$ cat src/rtl/network_mmio_pkg.sv
// network_mmio_pkg: shared FSM states, register offsets and status bit positions
package network_mmio_pkg;
  typedef enum logic [1:0] {IDLE, ISSUE, WAIT} state_t;
  localparam logic [7:0] CTRL_ADDR = 8'h00;
  localparam logic [7:0] CYCLES_ADDR = 8'h01;
  localparam logic [7:0] IN_BASE = 8'h10;
  localparam int START_BIT = 0;
  localparam int CLEAR_BIT = 1;
  localparam int BUSY_BIT = 0;
  localparam int DONE_BIT = 1;
  localparam int ERR_BIT = 2;
  localparam int TO_BIT = 3;
  function automatic logic [31:0] sat_inc(input logic [31:0] v);
    return v == '1 ? v : v + 32'd1;
  endfunction
endpackage

$ cat src/rtl/network_mmio_regbank.sv
// network_mmio_regbank: chunked operand/result storage and the read mux over it
module network_mmio_regbank
  import network_mmio_pkg::*;
#(
  parameter int N_IN = 4,
  parameter int N_OUT = 2,
  parameter int WORD_W = 64
) (
  input  logic                    clk,
  input  logic                    reset,
  input  logic [7:0]              addr,
  input  logic                    write,
  input  logic [31:0]             wdata,
  input  logic                    capture,
  input  logic [N_OUT*WORD_W-1:0] cap_data,
  output logic [N_IN*WORD_W-1:0]  in_data,
  output logic [31:0]             rd_data,
  output logic                    in_hit
);
  localparam int CH = WORD_W / 32;
  localparam int NI = N_IN * CH;
  localparam int NO = N_OUT * CH;
  logic [31:0] in_mem [NI];
  logic [31:0] out_mem [NO];
  int off;
  assign off = int'(addr) - int'(IN_BASE);
  assign in_hit = off >= 0 && off < NI;
  // Input chunks take bus writes; output chunks take a whole result bundle on capture.
  always_ff @(posedge clk) begin
    if (reset) begin
      for (int n = 0; n < NI; n++) in_mem[n] <= '0;
      for (int n = 0; n < NO; n++) out_mem[n] <= '0;
    end else begin
      for (int n = 0; n < NI; n++) if (write && off == n) in_mem[n] <= wdata;
      if (capture)
        for (int n = 0; n < NO; n++) out_mem[n] <= cap_data[(N_OUT-1-n/CH)*WORD_W + (n%CH)*32 +: 32];
    end
  end
  for (genvar g = 0; g < NI; g++) begin : g_pack
    assign in_data[(N_IN-1-g/CH)*WORD_W + (g%CH)*32 +: 32] = in_mem[g];
  end
  // Read mux over both windows; anything outside them reads as zero.
  always_comb begin
    rd_data = '0;
    for (int n = 0; n < NI; n++) if (off == n) rd_data = in_mem[n];
    for (int n = 0; n < NO; n++) if (off == NI + n) rd_data = out_mem[n];
  end
endmodule

$ cat src/rtl/network_mmio_bridge.sv
// network_mmio_bridge: Avalon-MM register front end that issues operands to a core and captures its results
module network_mmio_bridge
  import network_mmio_pkg::*;
#(
  parameter int N_IN = 4,
  parameter int N_OUT = 2,
  parameter int WORD_W = 64,
  parameter int TIMEOUT = 1024
) (
  input  logic                    clk,
  input  logic                    reset,
  input  logic [7:0]              avs_s0_address,
  input  logic                    avs_s0_read,
  input  logic                    avs_s0_write,
  input  logic [31:0]             avs_s0_writedata,
  output logic [31:0]             avs_s0_readdata,
  output logic                    avs_s0_readdatavalid,
  output logic                    core_in_valid,
  input  logic                    core_in_ready,
  output logic [N_IN*WORD_W-1:0]  core_in_data,
  input  logic                    core_out_valid,
  input  logic [N_OUT*WORD_W-1:0] core_out_data
);
  state_t state, state_d;
  logic [31:0] cnt, cycles, status, bank_rd;
  logic done, err, to, busy, ctrl_wr, start, clear, accept, in_hit, capture, abort, timed_out;
  assign busy = state != IDLE;
  assign ctrl_wr = avs_s0_write && avs_s0_address == CTRL_ADDR;
  assign start = ctrl_wr && avs_s0_writedata[START_BIT];
  assign clear = ctrl_wr && avs_s0_writedata[CLEAR_BIT];
  assign accept = start && !busy;
  assign timed_out = cnt >= 32'(TIMEOUT);
  assign core_in_valid = state == ISSUE;
  network_mmio_regbank #(.N_IN(N_IN), .N_OUT(N_OUT), .WORD_W(WORD_W)) u_bank (
    .clk(clk),
    .reset(reset),
    .addr(avs_s0_address),
    .write(avs_s0_write && !busy),
    .wdata(avs_s0_writedata),
    .capture(capture),
    .cap_data(core_out_data),
    .in_data(core_in_data),
    .rd_data(bank_rd),
    .in_hit(in_hit)
  );
  // Next state: a handshake in the same cycle as the timeout limit wins over the abort.
  always_comb begin
    state_d = state;
    capture = 1'b0;
    abort = 1'b0;
    case (state)
      IDLE: state_d = accept ? ISSUE : IDLE;
      ISSUE: begin
        abort = timed_out && !core_in_ready;
        state_d = core_in_ready ? WAIT : abort ? IDLE : ISSUE;
      end
      WAIT: begin
        capture = core_out_valid;
        abort = timed_out && !core_out_valid;
        state_d = (capture || abort) ? IDLE : WAIT;
      end
      default: state_d = IDLE;
    endcase
  end
  // State register.
  always_ff @(posedge clk) state <= reset ? IDLE : state_d;
  // Latency counter: 1 on the first ISSUE cycle, saturating while the run is live.
  always_ff @(posedge clk) begin
    if (reset) cnt <= '0;
    else if (accept) cnt <= 32'd1;
    else if (busy) cnt <= sat_inc(cnt);
  end
  // Status flags and the latency of the last completed run.
  always_ff @(posedge clk) begin
    if (reset) begin
      done <= 1'b0;
      err <= 1'b0;
      to <= 1'b0;
      cycles <= '0;
    end else begin
      done <= capture || (done && !abort && !accept && !clear);
      err <= (err && !clear) || (busy && (start || (avs_s0_write && in_hit)));
      to <= abort || (to && !accept);
      if (capture) cycles <= cnt;
    end
  end
  always_comb begin
    status = '0;
    status[BUSY_BIT] = busy;
    status[DONE_BIT] = done;
    status[ERR_BIT] = err;
    status[TO_BIT] = to;
  end
  // Registered read port: data and valid land exactly one cycle after the strobe.
  always_ff @(posedge clk) begin
    if (reset) begin
      avs_s0_readdata <= '0;
      avs_s0_readdatavalid <= 1'b0;
    end else begin
      avs_s0_readdatavalid <= avs_s0_read;
      avs_s0_readdata <= !avs_s0_read ? '0 : avs_s0_address == CTRL_ADDR ? status : avs_s0_address == CYCLES_ADDR ? cycles : bank_rd;
    end
  end
endmodule

$ cat config.mk
export PLATFORM = sky130hd
export DESIGN_NAME = network_mmio_bridge
export DESIGN_NICKNAME = d
export VERILOG_FILES = /design/src/rtl/network_mmio_pkg.sv /design/src/rtl/network_mmio_regbank.sv /design/src/rtl/network_mmio_bridge.sv
export SDC_FILE = /design/constraint.sdc
export NUM_CORES = 1
export LEC_CHECK = 0
export CORE_ASPECT_RATIO = 0.5
export CORE_MARGIN = 2
export CORE_UTILIZATION = 40
export DETAILED_ROUTE_END_ITERATION = 10
export GPL_TIMING_DRIVEN = 0
export PLACE_DENSITY = 0.68
export SLEW_MARGIN = 20
export SYNTH_ARGS = -nofsm -noshare
export SYNTH_HDL_FRONTEND = slang
export SYNTH_SLANG_ARGS = --single-unit
$ cat constraint.sdc
create_clock -name clk -period 4.4 [get_ports clk]
set_input_delay 0.88 -clock clk [delete_from_list [all_inputs] [get_ports clk]]
set_output_delay 0.88 -clock clk [all_outputs]
set_load 0.02 [all_outputs]
# Yosys cells after proc, flatten, opt, wreduce, memory -nomap -nowiden
# Memories as Yosys holds them, arrays and structs flattened.
# Index checks and enable logic that the tools add are counted.
# word_totals
reg_bits,102
ram_bits,384
n_memories,2
input_bits,174
# mem_list
name,words,word_bits,rd,rd_clocked_by_memory_dff,wr,line_no,text
u_bank.in_mem,8,32,8,0,8,network_mmio_regbank.sv:23,logic [31:0] in_mem [NI];
u_bank.out_mem,4,32,4,0,4,network_mmio_regbank.sv:24,logic [31:0] out_mem [NO];
# op_classes
reduce_logical,44
mux,65
n_lt_le_gt_ge,3
bitwise,14
n_addsub,2
eq_ne,16
# op_table
op,count
32-bit two-way mux,25
32-bit by 4-bit == test with 1-bit output (second input constant),4
32-bit by 5-bit == test with 1-bit output (second input constant),4
32-bit by 3-bit == test with 1-bit output (second input constant),2
1-bit two-way mux,35
32-bit by 1-bit adder with 32-bit output (second input constant),1
32-bit by 2-bit == test with 1-bit output (second input constant),1
32-bit == test (second input constant),1
32-bit by 1-bit >= comparator with 1-bit output (second input constant),1
32-bit by 11-bit >= comparator with 1-bit output (second input constant),1
32-bit zero test,1
32-bit by 5-bit < comparator with 1-bit output (second input constant),1
1-bit logical AND,23
1-bit OR,12
8-bit by 5-bit subtractor with 9-bit output (second input constant),1
8-bit by 1-bit == test with 1-bit output (second input constant),1
8-bit zero test,1
1-bit zero test,6
2-bit case mux with 3 select lines,1
1-bit logical OR,5
2-bit two-way mux,2
4-bit two-way mux,1
2-bit AND reduction,2
2-bit nonzero test,2
other kinds (8),10

# Longest topological paths before layout
# Gate-level depths: netlist of run 1.
# logic_depth
depth_word,16
ltp_mapped,9
mapped_depth_nobuf,7

# Modules after synthesis
# A second synthesis of run 1 with hierarchy kept.
# unflattened
hier_cells,1901
area_unflattened_um2,21645.8
# by_module_without_submodules
module,area_each_um2,instances,cells_per_inst
network_mmio_regbank,17276.6,1,1351
network_mmio_bridge,4369.2,1,550

# Worst setup path before layout of run 1
# Ideal clock, no wire load.
# synth_path
path_type,input -> register
start,input avs_s0_address[0]
end,"memory u_bank.in_mem[7][4], in the netlist u_bank.in_mem[1][100], enable pin"
n_path_buf,2
setup_ns,0.466
cell_stages,5
arrival_ns,4.002
setup_slack_ns,-0.068
required_ns,3.934
cell_sequence,buf_2 -> and2_1 -> clkbuf_1 -> nand3_1 -> o21ai_0
# synth_rtl
item,line_no,text
start: declaration,network_mmio_bridge.sv:12,"input logic [7:0] avs_s0_address,"
end: declaration,network_mmio_regbank.sv:23,

# Final worst setup path of run 1
# layout_path
start,input avs_s0_address[1]
end,register avs_s0_readdata[12]
# layout_via
elab_chain_len,15
elab_cells_between_ends,29
# layout_lines
item,line_no,text
8-bit by 5-bit subtractor with 9-bit output,network_mmio_regbank.sv:26,assign off = int'(addr) - int'(IN_BASE);
32-bit zero test,network_mmio_regbank.sv:45,for (int n = 0; n < NI; n++) if (off == n) rd_data = in_mem[n];
32-bit two-way mux (8 in a row),network_mmio_regbank.sv:45,
32-bit two-way mux (4 in a row),network_mmio_regbank.sv:46,for (int n = 0; n < NO; n++) if (off == NI + n) rd_data = out_mem[n];
32-bit two-way mux,network_mmio_bridge.sv:101,avs_s0_readdata <= !avs_s0_read ? '0 : avs_s0_address == CTRL_ADDR ? status : avs_s0_address == CYCLES_ADDR ? ...
end signal: assignment,network_mmio_bridge.sv:101,
end: declaration,network_mmio_bridge.sv:16,"output logic [31:0] avs_s0_readdata,"
# Parallel ways exist; a longest one is shown, timed or not.
# A chain may end at the register's enable or synchronous reset.

==> impl_metrics.env, run 1 <==
export IMPL_htree_num_levels=2
export IMPL_synth_edff_count=384
export IMPL_antenna_found_initial=7
export IMPL_cap_viol_max_count=0
export IMPL_syn_inst=1757
export IMPL_numPortBuffers=461
export IMPL_ir_drop_uv=292
export IMPL_fmax_ghz=0.221
export IMPL_status="finished with violations"
export IMPL_drc=0
export IMPL_area_growth_syn_to_layout_pct=33.6
export IMPL_place_ws_ps=-241
export IMPL_clk_pin_slew_ps=60
export IMPL_r2r_start="state[0]$_SDFF_PP0_"
export IMPL_fin_nets=2456
export IMPL_start_kind="input pin"
export IMPL_yosysTopAreaCell="edfxtp_1"
export IMPL_synth_area_top_cells="edfxtp_1 (54%), dfxtp_1 (9.5%), nor2_1 (4.2%), and2_1 (3.8%), mux4_2 (3.8%)"
export IMPL_io_pins=464
export IMPL_fp_dieW_um=332
export IMPL_p_leak_uw=0.0103
export IMPL_synth_net_count=1937
export IMPL_cp_end_kind="register"
export IMPL_wl_per_cell_um=30.8
export IMPL_synth_top_cell_area_share_pct=53.5
export IMPL_die_h_um=168
export IMPL_multi_input_area_um2=7200
export IMPL_grt_overflow_total=0
export IMPL_yosysSeqAreaShare_pct=63.0
export IMPL_failed_checks="negative setup slack"
export IMPL_fillers=4578
export IMPL_grt_usage_pct=32.0
export IMPL_rsz0062_at_grt="no"
export IMPL_cts_setup_buffers=0
export IMPL_grt_start_max_net_pins=36
export IMPL_vias=18400
export IMPL_synth_area_um2=21500
export IMPL_viasPerCell=6.09
export IMPL_min_period_ps=4520
export IMPL_max_clock_path_buffers=3
export IMPL_ys_seq_elements=486
export IMPL_min_period_over_period_pct=103
export IMPL_worstHoldStart="cycles[4]$_SDFFE_PP0P_"
export IMPL_finalSetupViolCount=3
export IMPL_core_um2=53500
export IMPL_fin_area_um2=28800
export IMPL_ys_warnings_count=0
export IMPL_critical_path_class="input pin to register"
export IMPL_drv_slew=0
export IMPL_avgSynthCellArea_um2=12.3
export IMPL_cp_arrival_ps=5010
export IMPL_clock_latency_ps=600
export IMPL_fin_skew_ps=36.7
export IMPL_rows=60
export IMPL_dr_pass1_iters=8
export IMPL_postCtsResizedCells=0
export IMPL_die_area_um2=55900
export IMPL_synth_cell_types=82
export IMPL_grt_pass1_wl_mm=127
export IMPL_critPathLaunch="avs_s0_address[1]"
export IMPL_worst_slew_pin_slew_ps=1210
export IMPL_drt_total_wl_mm=93.1
export IMPL_drive_gt1_share_pct=9.87
export IMPL_p_per_area_nw_per_um2=354
export IMPL_cts_tree="done"
export IMPL_synth_main_ff_cell="edfxtp_1"
export IMPL_min_path_type="register to register"
export IMPL_dpl_hpwl_mm=70.0
export IMPL_final_antenna_net_count=0
export IMPL_async_flop_share_pct=0
export IMPL_floorplan_initialDensity_pct=40.3
export IMPL_finalHoldViolCount=0
export IMPL_ctsHoldBuffers=0
export IMPL_cts_root_buffer="clkbuf_16"
export IMPL_placed_area_um2=27300
export IMPL_layout_common_cells="clkdlybuf4s50_1 (461), edfxtp_1 (384), nor2_1 (240)"
export IMPL_relSlewSlack_pct=19.5
export IMPL_worst_path_max_fanout=10
export IMPL_cp_required_ps=4890
export IMPL_drt_initial_drc_count=2981
export IMPL_cts_buffers=45
export IMPL_cts_num_sinks=486
export IMPL_final_common_cell="clkdlybuf4s50_1"
export IMPL_postLayoutSetupSlackWorst_ps=-123
export IMPL_grt_pass1_vias=17300
export IMPL_place_gp_congestion=0.997
export IMPL_regArea_um2=13600
Yosys cell counts, drive strengths merged (6+ instances only):
cell type / number
nand3: 30
and2: 132
o311ai: 8
buf: 60
nand2b: 12
mux2i: 17
a211oi: 10
a21oi: 81
o211ai: 13
mux2: 26
a221oi: 8
o31ai: 12
o22ai: 10
o21a: 19
edfxtp: 384
dfxtp: 102
nor2: 241
o221ai: 25
a31oi: 17
mux4: 36
and3: 6
nand2: 97
or4: 11
inv: 55
nor2b: 7
a22oi: 22
nor3: 19
a22o: 34
or3: 11
nand4: 16
or2: 6
nor4: 13
o32ai: 8
ha: 6
clkbuf: 71
o21ai: 56
nor3b: 7
per-layer routing:
layer	part of all wire, %	track usage, %	routed length [um]	vias to the layer above
met5	0.045	0	42	-
met4	5.0	13.9	4670	8
met3	13	9.01	12000	253
met2	47	51.6	43500	1434
met1	35	40.5	32900	9129
li1	-	-	-	7595
worst max-delay path, cell delays in order:
cell	delay, ps
clkdlybuf4s50_1	620
buf_2	330
buf_2	390
buf_2	440
clkbuf_1	920
o221ai_1	240
o21ai_0	420
o311ai_0	520
a21oi_1	230
metrics by stage:
step	util, %	total power (uW)	TNS (ps)	instances	hold slack (ps)
2_1_floorplan	-	5640	0	1757	433
3_3_place_gp	50.6	6240	-392140	2931	445
3_5_place_dp	51.1	6260	-9690	2942	466
4_1_cts	53.9	10100	0	3023	482
5_1_grt	53.9	10400	0	3025	517
6_report	53.9	10200	-309	3025	488
area by class of cell:
cell class / count / area share (%)
antenna: 2 / 0.0174
clock buffer: 62 / 4.42
timing repair buffer: 472 / 16.9
clock inverter: 19 / 0.595
tap: 713 / 3.10
buffer: 131 / 2.06
multi-input combinational: 1082 / 25.0
sequential: 486 / 47.1
inverter: 58 / 0.769
sequential cells by signal, summed over array words and instances (netlist names):
name                  cells
u_bank.in_mem           256
state                     2
cycles                   32
avs_s0_readdatavalid      1
done                      1
u_bank.out_mem          128
avs_s0_readdata          32
cnt                      32
to                        1
err                       1
final timing paths:
check / depth (start not counted) / slack, ps / to
worst max-delay path: 9 / -120 / avs_s0_readdata[12]$_SDFF_PP0_
worst min-delay path: 1 / 490 / cycles[4]$_SDFFE_PP0P_
worst max register to register: 9 / 1020 / u_bank.in_mem[0][5]$_SDFFCE_PN0P_
worst min register to register: 1 / 490 / cycles[4]$_SDFFE_PP0P_
cells by family (layout without fill, tap and decap cells):
logic type               after synthesis  count (layout)  synth area share [%]
AO/OA/AOI/OAI                        370             370                  12.2
XOR/XNOR                               5               5                 0.203
adder cells (fa/ha/maj)                6               6                 0.348
buffers and inverters                189             742                  3.76
flip-flops                           486             486                  63.0
multiplexers                          79              79                  5.91
other                                  0               2                     0
AND/OR/NAND/NOR                      622             622                  14.6
power breakdown:
part	leakage, uW	total, uW	internal (uW)	switching [uW]
clock network	0.000710	3990	2200	1790
registers	0.00487	5160	5070	87.8
logic	0.00468	1040	416	628
total	0.0103	10200	7680	2510
No activity file was read; power rests on OpenSTA's default activity.
==> inputs of run 2 (changes only) <==
- CORE_MARGIN: 2 -> 5
==> run 2 against run 1 <==
Compared with the run above:
- the flow still finishes with violations (negative setup slack)
- register-to-register slack hardly changed
- wire length is 1.8% higher
- fmax is 1.2% higher
- total power is 0.17% higher
- combinational power hardly changed
- die area is 5.4% higher
- sequential share of layout area is 0.14 points lower
- first-iteration DRC count is 3.2% higher
- critical path depth stayed put
- critical endpoint unchanged
- largest power group unchanged
==> impl_metrics.env, run 2 (synthesized netlist as in run 1, its figures left out) <==
export IMPL_min_path_type="register to register"
export IMPL_stdcell_count=3036
export IMPL_core_um2=53500
export IMPL_die_h_um=174
export IMPL_worst_path_max_fanout=10
export IMPL_floorplan_initialDensity_pct=40.3
export IMPL_p_total_uw=10200
export IMPL_cp_arrival_ps=4960
export IMPL_vias=18700
export IMPL_p_leak_uw=0.0103
export IMPL_htree_num_levels=2
export IMPL_grt_pass1_wl_mm=130
export IMPL_cts_num_sinks=486
export IMPL_drc=0
export IMPL_final_common_cell="clkdlybuf4s50_1"
export IMPL_min_period_ps=4470
export IMPL_min_period_over_period_pct=102
export IMPL_postCtsResizedCells=0
export IMPL_crit_end="avs_s0_readdata[12]$_SDFF_PP0_"
export IMPL_p_sw_uw=2540
export IMPL_finalSetupTns_ps=-69.2
export IMPL_drt_total_wl_mm=94.8
export IMPL_place_gp_congestion=0.997
export IMPL_critical_path_class="input pin to register"
export IMPL_cts_tree="done"
export IMPL_dp_cells=2943
export IMPL_p_sw_share_pct=24.9
export IMPL_io_pins=464
export IMPL_rsz0062_at_grt="no"
export IMPL_fin_nets=2459
export IMPL_failed_checks="negative setup slack"
export IMPL_combPwrFrac_pct=10.3
export IMPL_ir_drop_uv=305
export IMPL_ctsHoldBuffers=0
export IMPL_cts_setup_buffers=0
export IMPL_numPortBuffers=461
export IMPL_status="finished with violations"
export IMPL_rows=60
export IMPL_grt_start_max_net_pins=31
export IMPL_finalSetupViolCount=1
export IMPL_place_ws_ps=-304
export IMPL_wl_per_cell_um=31.2
export IMPL_r2r_cells=9
export IMPL_p_clk_share_pct=39.2
export IMPL_worst_slew_pin_slew_ps=1160
export IMPL_dpl_hpwl_mm=71.0
export IMPL_cp_required_ps=4890
export IMPL_antenna_found_initial=9
export IMPL_grt_pass1_vias=17400
export IMPL_grt_usage_pct=30.5
export IMPL_finalHoldViolCount=0
export IMPL_drv_slew=0
export IMPL_area_growth_syn_to_layout_pct=34.0
export IMPL_fp_dieW_um=338
export IMPL_drt_initial_drc_count=3076
export IMPL_r2r_start="state[0]$_SDFF_PP0_"
export IMPL_drive_gt1_share_pct=10.1
export IMPL_intPower_uw=7670
export IMPL_p_per_area_nw_per_um2=354
export IMPL_cap_viol_max_count=0
export IMPL_largest_register_ff_count=256
export IMPL_fmax_ghz=0.224
export IMPL_critPathLaunch="avs_s0_address[1]"
export IMPL_postLayoutSetupSlackWorst_ps=-69.2
export IMPL_top_register="u_bank.in_mem"
export IMPL_cp_end_kind="register"
export IMPL_fin_skew_ps=16.2
export IMPL_dr_pass1_iters=6
export IMPL_viasPerCell=6.15
export IMPL_r2r_end="u_bank.in_mem[1][36]$_SDFFCE_PN0P_"
export IMPL_max_clock_path_buffers=3
export IMPL_relSlewSlack_pct=22.6
export IMPL_reg2reg_slack_ps=1020
export IMPL_cts_buffers=47
export IMPL_final_antenna_net_count=0
export IMPL_clk_pin_slew_ps=70
export IMPL_start_kind="input pin"
export IMPL_grt_overflow_total=0
export IMPL_die_area_um2=58900
export IMPL_clock_latency_ps=580
export IMPL_fin_util_pct=53.9
export IMPL_layout_common_cells="clkdlybuf4s50_1 (461), edfxtp_1 (384), nor2_1 (240)"
export IMPL_power_frac_seq_pct=50.5
export IMPL_cts_root_buffer="clkbuf_16"
export IMPL_largest_registers="u_bank.in_mem (256), u_bank.out_mem (128)"
==> run 2: changes by cell type in the layout (fill, tap and decap cells not counted), sizes merged <==
| cell | before | now |
|---|---|---|
| clkbuf | 133 | 138 |
| clkinv | 16 | 18 |
| inv | 55 | 56 |
| diode | 2 | 7 |
| bufinv | 3 | 0 |
| buf | 71 | 72 |
==> run 2: final cells by class <==
type	count	area [um^2]
fill	4539	24700
buffer	131	592
inverter	58	221
tap	713	892
multi-input combinational	1082	7200
sequential	486	13600
clock inverter	19	108
antenna	7	17.5
clock buffer	67	1380
timing repair buffer	473	4900
==> run 2: worst max-delay path, cell delays in order <==
cell,delay [ps]
clkdlybuf4s50_1,610
buf_2,340
buf_2,420
buf_2,430
clkbuf_1,890
o221ai_1,200
o21ai_0,360
o311ai_0,520
a21oi_1,300
==> run 2: how the worst min path moves through the flow <==
stage | start | to | slack (ps) | depth (start not counted)
2_1_floorplan | cycles[21]$_SDFFE_PP0P_ | avs_s0_readdata[21]$_SDFF_PP0_ | 430 | 1
3_3_place_gp | err$_SDFF_PP0_ | err$_SDFF_PP0_ | 440 | 2
3_5_place_dp | err$_SDFF_PP0_ | err$_SDFF_PP0_ | 450 | 2
4_1_cts | err$_SDFF_PP0_ | err$_SDFF_PP0_ | 460 | 2
5_1_grt | err$_SDFF_PP0_ | err$_SDFF_PP0_ | 480 | 2
6_report | err$_SDFF_PP0_ | err$_SDFF_PP0_ | 460 | 2
==> run 2: per-layer routing <==
layer	GRT usage, %	vias up	routed length (um)	share of wire [%]
li1	-	7627	-	-
met2	51.1	1478	45100	48
met1	37.9	9252	32900	35
met4	13.1	6	5230	5.5
met5	0	-	53	0.056
met3	7.48	306	11500	12
==> run 2: metrics by stage <==
stage | cell area (um^2) | hold slack, ps
6_report | 28900 | 464
3_3_place_gp | 27100 | 444
5_1_grt | 28900 | 484
4_1_cts | 28900 | 460
3_5_place_dp | 27400 | 451
2_1_floorplan | 21600 | 433
==> run 2: power by group through the flow <==
stage                     registers (uW)  clock network [uW]  logic, uW
after floorplan                     5320                   0        314
after global placement              5260                   0        979
final                               5150                4000       1050
after CTS                           5150                3980       1020
after detailed placement            5250                   0       1020
after global routing                5160                4170       1060
==> RTL edit: new RTL, flow settings as in run 2 <==
The 3 states of `state_t` get a one-hot encoding in 3 bits.
--- a/src/rtl/network_mmio_pkg.sv
+++ b/src/rtl/network_mmio_pkg.sv
@@ -2,3 +2,3 @@
 package network_mmio_pkg;
-  typedef enum logic [1:0] {IDLE, ISSUE, WAIT} state_t;
+  typedef enum logic [2:0] {IDLE = 3'b001, ISSUE = 3'b010, WAIT = 3'b100} state_t;
   localparam logic [7:0] CTRL_ADDR = 8'h00;
Behaviour: no difference found for any inputs over 4 cycles, from zero or initial values and one cycle with reset high; so few cycles prove little.
==> RTL edit against run 2 <==
Final cell count is 1.5% higher. Routed wire length is 1.6% higher. Global-route usage is 0.70 points higher. Power is 2.7% lower. Cell area is 0.58% lower. Sequential cell count is 1 higher. Hold slack better by 0.022 ns. Area after synthesis hardly changed. First-iteration DRC count is 2.7% higher. Worst setup slack better by 0.23 ns. Via count is 0.65% higher.
==> RTL edit: results (changes against run 2) <==
[status]
outcome=complete, no violations

[route]
detail_route.iter0.violations=3160  ; +2.7%
routed_via_density=6.10  ; -0.85%

[setup_path]
crit_fanout=20  ; +10
r2r_cells=7  ; -2
r2r_start=state[0]
crit_start=avs_s0_address[7]

[grt]
grt_start_max_net_pins=86  ; +180%
use_met2_pct=51.1  ; about the same
grt.total_usage_pct=31.1  ; +0.70 points
grt_pass1_vias=17800  ; +1.9%
met1_usage_pct=38.6  ; +0.68 points
grt_pass1_wl_mm=132  ; +2.1%

[synthesis]
synthMuxAreaShare_pct=5.08  ; -0.83 points
netlist_top_cells_count=edfxtp_1, nor2_1, and2_1
synth.yosys.seq_area_share_pct=63.0  ; about the same
synth_compound_area_share_pct=13.0  ; +0.83 points
synth_xor_xnor_area_share_pct=0.122  ; -0.081 points
synth_fp_nets=1988  ; +2.6%
synth_cell_types=78  ; -4.9%
synthAdderAreaFrac_pct=0.116  ; -0.23 points

[hold_path]
min_from=cycles[26]

[finish]
drive_above_1_share_pct=7.23  ; -2.9 points
fin_nets=2505  ; +1.9%

[sta]
finalClockSkew_ns=0.0310  ; +0.0149 ns
fin_hold_ws_ns=0.486  ; +0.0221 ns
slew_headroom_pct=15.4  ; -7.2 points

[cts]
cts_buffers=45  ; -4.3%

[placement]
place.gp.congestion=0.962  ; -3.5%
dpl.hpwl_mm=73.7  ; +3.9%

[power]
p_sw_share_pct=25.3  ; +0.43 points

[RTL edit: changes by cell type after synthesis, moves of 14 or more]
cell             run 2  this run
mux2i_1             17        69
nand2b_1            12        52
nand2_1             97        67
mux4_2              36         8
o22ai_1             10        31
nor2_1             240       257
and3_1               6        20
buf_2               45        31
o21a_1              19         5
[RTL edit: area by class of cell]
class	count	area [um2]
Clock buffer	63	1210
Antenna cell	5	12.5
Inverter	50	195
Buffer	125	524
Timing Repair Buffer	470	4840
Sequential cell	487	13600
Fill cell	4643	24800
Multi-Input combinational cell	1150	7320
Clock inverter	19	118
Tap cell	713	892
[RTL edit: routing by layer]
layer	part of all wire (%)	vias to the layer above
met1	35	9312
met2	47	1432
met5	0	-
met3	12	276
met4	5.5	0
li1	-	7770
[RTL edit: critical path: cells and delay by family]
| family | cells | cell delay [ns] |
|---|---|---|
| and+or+nand+nor | 5 | 2.84 |
| buffers and inverters | 2 | 0.76 |
[RTL edit: kinds of logic after synthesis]
logic type | Yosys count
mux | 97
simple gates | 649
flops | 487
xor+xnor | 3
compound gates | 399
fa+ha+maj | 2
buf+inv | 175
[RTL edit: through the flow]
| stage | power, mW | cells | setup slack (ns) |
|---|---|---|---|
| after floorplan | 5.64 | 1812 | 0.214 |
| after global placement | 6.23 | 2986 | -2.01 |
| after detailed placement | 6.25 | 2995 | -0.173 |
| after CTS | 9.87 | 3077 | 0.429 |
| after global routing | 10.1 | 3081 | 0.239 |
| final | 9.94 | 3082 | 0.164 |
[RTL edit: worst min-delay path by stage]
stage / end / cells past startpoint
6_report: cycles[26] / 1
5_1_grt: cycles[12] / 1
4_1_cts: cycles[26] / 1
3_5_place_dp: cycles[26] / 1
3_3_place_gp: cycles[26] / 1
2_1_floorplan: cycles[13] / 1
[RTL edit: power by group through the flow]
stage | Clock, mW | Sequential (mW) | Combinational (mW)
4_1_cts | 3.72 | 5.17 | 0.986
3_5_place_dp | 0 | 5.27 | 0.983
3_3_place_gp | 0 | 5.28 | 0.950
5_1_grt | 3.92 | 5.18 | 1.03
2_1_floorplan | 0 | 5.34 | 0.299
6_report | 3.75 | 5.17 | 1.01
